===== src/rtl/led_addr_sequencer.sv =====
// led_addr_sequencer: LED pattern address counter advanced by divided-clock ticks
// or single steps, with run/pause control and a wrap pulse. Rev 1.0
`default_nettype none

module led_addr_sequencer #(
  parameter int ADDR_WIDTH = 4,
  parameter int LAST_ADDR  = 15
) (
  input  logic                  sys_clock,
  input  logic                  reset_n,
  input  logic                  div_clk_in,
  input  logic                  run_en,
  input  logic                  step_req,
  input  logic                  dir_up,
  output logic [ADDR_WIDTH-1:0] addr,
  output logic                  addr_valid,
  output logic                  wrap,
  output logic [1:0]            state
);

  typedef enum logic [1:0] {
    IDLE  = 2'b00,
    RUN   = 2'b01,
    PAUSE = 2'b10
  } state_t;

  localparam logic [ADDR_WIDTH-1:0] LAST = ADDR_WIDTH'(LAST_ADDR);
  localparam logic [ADDR_WIDTH-1:0] ONE  = ADDR_WIDTH'(1);

  generate
    if ((LAST_ADDR < 1) || (LAST_ADDR > (2**ADDR_WIDTH) - 1)) begin : g_bad_last_addr
      $error("led_addr_sequencer: LAST_ADDR must lie in 1..2**ADDR_WIDTH-1");
    end
  endgenerate

  state_t                cur_state;
  state_t                nxt_state;
  logic                  div_q;
  logic                  div_q_d;
  logic                  step_q;
  logic                  step_q_d;
  logic                  tick;
  logic                  step_tick;
  logic                  advance;
  logic [ADDR_WIDTH-1:0] addr_nxt;
  logic                  wrap_nxt;

  // Divided clock and step request are sampled as data; rising edges become enables.
  assign tick      = div_q & ~div_q_d;
  assign step_tick = step_q & ~step_q_d;
  assign state     = cur_state;

  always_ff @(posedge sys_clock or negedge reset_n) begin
    if (!reset_n) begin
      div_q      <= 1'b0;
      div_q_d    <= 1'b0;
      step_q     <= 1'b0;
      step_q_d   <= 1'b0;
      cur_state  <= IDLE;
      addr       <= '0;
      addr_valid <= 1'b0;
      wrap       <= 1'b0;
    end else begin
      div_q      <= div_clk_in;
      div_q_d    <= div_q;
      step_q     <= step_req;
      step_q_d   <= step_q;
      cur_state  <= nxt_state;
      addr       <= addr_nxt;
      addr_valid <= (nxt_state != IDLE);
      wrap       <= wrap_nxt;
    end
  end

  always_comb begin
    nxt_state = cur_state;
    advance   = 1'b0;
    case (cur_state)
      IDLE: begin
        if (run_en) begin
          nxt_state = RUN;
        end else if (step_tick) begin
          nxt_state = PAUSE;
          advance   = 1'b1;
        end
      end
      RUN: begin
        // Pausing takes priority over a coincident tick.
        if (!run_en) begin
          nxt_state = PAUSE;
        end else if (tick) begin
          advance = 1'b1;
        end
      end
      PAUSE: begin
        if (run_en) begin
          nxt_state = RUN;
        end else if (step_tick) begin
          advance = 1'b1;
        end
      end
      default: nxt_state = IDLE;
    endcase

    addr_nxt = addr;
    wrap_nxt = 1'b0;
    if (advance) begin
      if (dir_up) begin
        if (addr == LAST) begin
          addr_nxt = '0;
          wrap_nxt = 1'b1;
        end else begin
          addr_nxt = addr + ONE;
        end
      end else begin
        if (addr == '0) begin
          addr_nxt = LAST;
          wrap_nxt = 1'b1;
        end else begin
          addr_nxt = addr - ONE;
        end
      end
    end
  end

  a_addr_range: assert property (@(posedge sys_clock) disable iff (!reset_n)
    addr <= LAST);

  a_wrap_endpoint: assert property (@(posedge sys_clock) disable iff (!reset_n)
    wrap |-> ((addr == '0) || (addr == LAST)));

  a_valid_decode: assert property (@(posedge sys_clock) disable iff (!reset_n)
    addr_valid == (cur_state != IDLE));

endmodule

`default_nettype wire


===== config.mk =====
export PLATFORM = sky130hd
export DESIGN_NAME = led_addr_sequencer
export DESIGN_NICKNAME = d
export VERILOG_FILES = /design/src/rtl/led_addr_sequencer.sv
export SDC_FILE = /design/constraint.sdc
export NUM_CORES = 1
export LEC_CHECK = 0
export CAP_MARGIN = 20
export CORE_MARGIN = 4
export CORE_UTILIZATION = 41
export DETAILED_ROUTE_END_ITERATION = 10
export PLACE_DENSITY_LB_ADDON = 0.12
export SYNTH_ARGS = -nofsm -noshare
export SYNTH_HDL_FRONTEND = slang
export SYNTH_SLANG_ARGS = --single-unit

===== constraint.sdc =====
create_clock -name sys_clock -period 2.2 [get_ports sys_clock]
set_clock_uncertainty 0.15 [all_clocks]
set_input_delay 0.22 -clock sys_clock [delete_from_list [all_inputs] [get_ports sys_clock]]
set_output_delay 0.22 -clock sys_clock [all_outputs]
set_load 0.05 [all_outputs]

# Word level (Yosys, flattened, before mapping)
# Cells that the tools add are included.
[totals] inputBits=6 output_inout_bits=8 reg_bits=12 wordCells=38
[op_classes] add_sub_neg=2 bitwise=4 n_eq_ne=3 muxes=17 n_reduce_logical=4
[op_table] op="two-way mux 4 bit" n=3
[op_table] op="two-way mux 1 bit" n=8
[op_table] op="two-way mux 2 bit" n=4
[op_table] op="one-hot mux 2 bit (3 select lines)" n=1
[op_table] op="adder 4 x 1 -> 4 bit (second input constant)" n=1
[op_table] op="== test 4 bit (second input constant)" n=1
[op_table] op="zero test 4 bit" n=1
[op_table] op="subtractor 4 x 1 -> 4 bit (second input constant)" n=1
[op_table] op="AND 1 bit" n=2
[op_table] op="== test 2 x 1 -> 1 bit (second input constant)" n=1
[op_table] op="== test 2 bit (second input constant)" n=1
[op_table] op="zero test 2 bit" n=1
[op_table] op="NOT 1 bit" n=2
[op_table] op="one-hot mux 1 bit (2 select lines)" n=1
[op_table] op="nonzero test 2 bit" n=1
[op_table] op="OR reduction 2 bit" n=1

# Longest topological paths before layout
[depth] word_depth=6 ltp_mapped=6 depth_no_buf=6

# Worst setup path after synthesis
# OpenSTA, ideal clock, no wires.
[synth_timing] kind="register -> register" start="register addr[2]" end="register addr[3]" setup_time_ns=0.134 stages_incl_launch_ff=5 required_ns=1.916 path_buffers=1 slack_ns=0.430 synth_period_minus_slack_ns=1.770 t_arrival_ns=1.486 path_cell_list="dfrtp_1 buf_2 or4_1 a31oi_1 a22oi_1"
[synth_between] elab_chain_cells=3 elab_cells_between_ends=7 classes_between="add/sub (2); eq/ne (1); mux (3); reduce/logical (1)"
[synth_rtl] element="start: declaration" line_no="15" source="output logic [ADDR_WIDTH-1:0] addr,"
[synth_rtl] element="start signal: assignment" line_no="69" source="addr <= addr_nxt;"
[synth_rtl] element="subtractor 4 x 1 -> 4 bit (tied with other cells)" line_no="120" source="addr_nxt = addr - ONE;"
[synth_rtl] element="two-way mux 4 bit (on tied branches)" line_no="116, 109"
[synth_rtl] element="two-way mux 4 bit (*)" line_no="108" source="if (dir_up) begin"
# Every way passes the cells marked *; elsewhere a longest branch is shown, timed or not.
# A chain may end at the register's enable or synchronous reset.

# Worst setup path after layout
[layout_timing] start="register addr[2]" end="output addr[2]"
# No word-level cell between the ends.

==> qor.yml <==
cts_max_path_buffers: 2
ir_drop_mv: 0.741
first_global_vias: 386
clk_pin_slew_worst_paths_ps: 80
ioPinCount: 14
grt_use_total_pct: 12.7
timing.fmax_mhz: 503
slew_viol_final: 0
post_dp_cell_area_um2: 701
rsz0062_at_grt: "false"
stdcell_area_um2: 737
n_fill_cell: 122
die_y_um: 44.9
synth_area_per_cell_um2: 10.9
yosysWarnings: 0
fin_nets: 76
end_kind: "primary output"
synth-simple-area-share_pct: 15.3
path_max_fanout: 9
synth-xor-area-share_pct: 3.15
synth.area.top_cells: "dfrtp_1, a21oi_1, ha_1"
wl_per_cell_um: 12.7
regToRegStartpoint: "addr[3]$_DFFE_PN0P_"
finalHoldViolCount: 0
viasPerCell: 5.33
cts_tree: "built"
worst_hold_slack_ps: 141
r2r_cells: 4
die_w_um: 44.9
cts.sinks: 12
drt_iter0_drc: 10
die_area_um2: 2010
ys_types: 25
crit_arrival_ps: 1620
slowest_delay_ps: 860
cts_hold_buf: 0
yosys.area.top_type: "dfrtp_1"
crit_buf_inv: 1
cts_root_buf: "clkbuf_4"
min_path_type: "in -> async"
crit_family: "buffers and inverters"
antenna-diode-count: 0
layout_common_cells: "clkdlybuf4s50_1, dfrtp_1, a21oi_1"
htree_levels: 1
seq_area_frac_synth_pct: 53.9
final_core_util_pct: 57.4
synth_top_cell_area_share_pct: 53.9
period_needed_ps: 1990
rrSetupSlack_ps: 650
worst_pin_slew_ps: 526
status: "complete, no violations"
antenna_found_initial: 0
port_buffers: 13
synth_top_family_by_area: "compound AO/OA/AOI/OAI gates"
postCtsSetupBuffers: 0
drt_wl_total_um: 1040
overflow: 0
cp-start-kind: "flop"
cp.required_ps: 1830
cts_made_buffers: 3
setup_viol: 0
clock_latency_ps: 270
grt_pass1_wl_um: 1790
syn-num-nets: 59
drive_gt1_share_pct: 14.9
p_per_area_nw_per_um2: 1280
first_pass_iters: 4
ctsResizeCount: 0
antenna_left: 0
critPathKind: "reg -> out"
cap_violations: 0
gp_congestion: 0.814
tns_ps: 0
relSlewSlack_pct: 64.8
synth_cells: 51
synth_fa_ha_area_share_pct: 4.49
power.leakage_nw: 0.335
rr_endpoint: "addr[3]$_DFFE_PN0P_"
ys_ff_latch: 12
start_util_pct: 43.3
critical-path-slowest-cell: "clkdlybuf4s50_1"
num_rows: 13
period_share_pct: 90.3
synth_compound_area_share_pct: 20.2
grt_start_max_net_pins: 13
synthesis.area_um2: 557
final_common_cell: "clkdlybuf4s50_1"
crit_chain: "clkdlybuf4s50_1"
synth.area.mux_share_pct: 0
dp_hpwl_um: 784
core_area_um2: 1280
area_growth_pct: 32.4
drc: 0
via_count: 437
-- worst max-delay path by stage --
stage,start,endpoint,cells after the start
2_1_floorplan,addr[2]$_DFFE_PN0P_,addr[3]$_DFFE_PN0P_,4
3_3_place_gp,run_en,addr[2]$_DFFE_PN0P_,5
3_5_place_dp,run_en,addr[2]$_DFFE_PN0P_,5
4_1_cts,addr[2]$_DFFE_PN0P_,addr[2],1
5_1_grt,addr[2]$_DFFE_PN0P_,addr[2],1
6_report,addr[2]$_DFFE_PN0P_,addr[2],1
-- logic make-up after synthesis --
logic type / after synthesis
buffers and inverters: 4
and+or+nand+nor: 14
DFF: 12
xor gates and xnor gates: 2
adders and majority gates: 2
AOI/OAI and AO/OA: 17
-- state kept, by name, indices dropped and copies added, names as in the netlist --
name        cells
state           2
addr            4
step_q          1
step_q_d        1
addr_valid      1
div_q_d         1
div_q           1
wrap            1
-- cell usage after synthesis --
cell and number:
a211oi_1 1, a21boi_0 1, a21o_1 1, a21oi_1 7
a22oi_1 1, a22oi_4 1, a31oi_1 1, and3_2 1
and4_2 1, and4bb_2 1, buf_2 1, dfrtp_1 12
ha_1 2, inv_1 2, inv_2 1, nand2_1 1
nand2b_1 1, nor2_1 4, nor2b_1 1, nor3_1 2
o21ai_0 4, or2_2 1, or4_1 1, xnor2_1 1
xor2_1 1
-- final cells by class --
cell class                      count  area (um2)  area share (%)
Timing Repair Buffer               13         130            17.7
Multi-Input combinational cell     35         240            32.6
Sequential cell                    12         300            40.7
Clock buffer                        4        36.3            4.92
Inverter                            3        11.3            1.53
Tap cell                           15        18.8            2.55
-- metal layers --
metal	up-vias	global-route usage (%)	wire length (um)
met1	206	17.4	465
li1	216	-	-
met3	2	5.98	64
met2	13	17.2	504
met5	-	0	0
met4	0	5.26	5
-- report_power, final --
part | internal (mW) | switching (mW) | leakage (nW)
clock | 0.101 | 0.0718 | 0.0210
sequential | 0.266 | 0.0774 | 0.141
combinational | 0.165 | 0.265 | 0.173
-- per-stage QoR --
step	cells	setup WS, ps	power [mW]
2_1_floorplan	51	430	0.640
3_3_place_gp	78	503	0.770
3_5_place_dp	78	472	0.777
4_1_cts	82	204	0.953
5_1_grt	82	112	1.02
6_report	82	213	0.945
No activity file was read; power rests on OpenSTA's default activity.
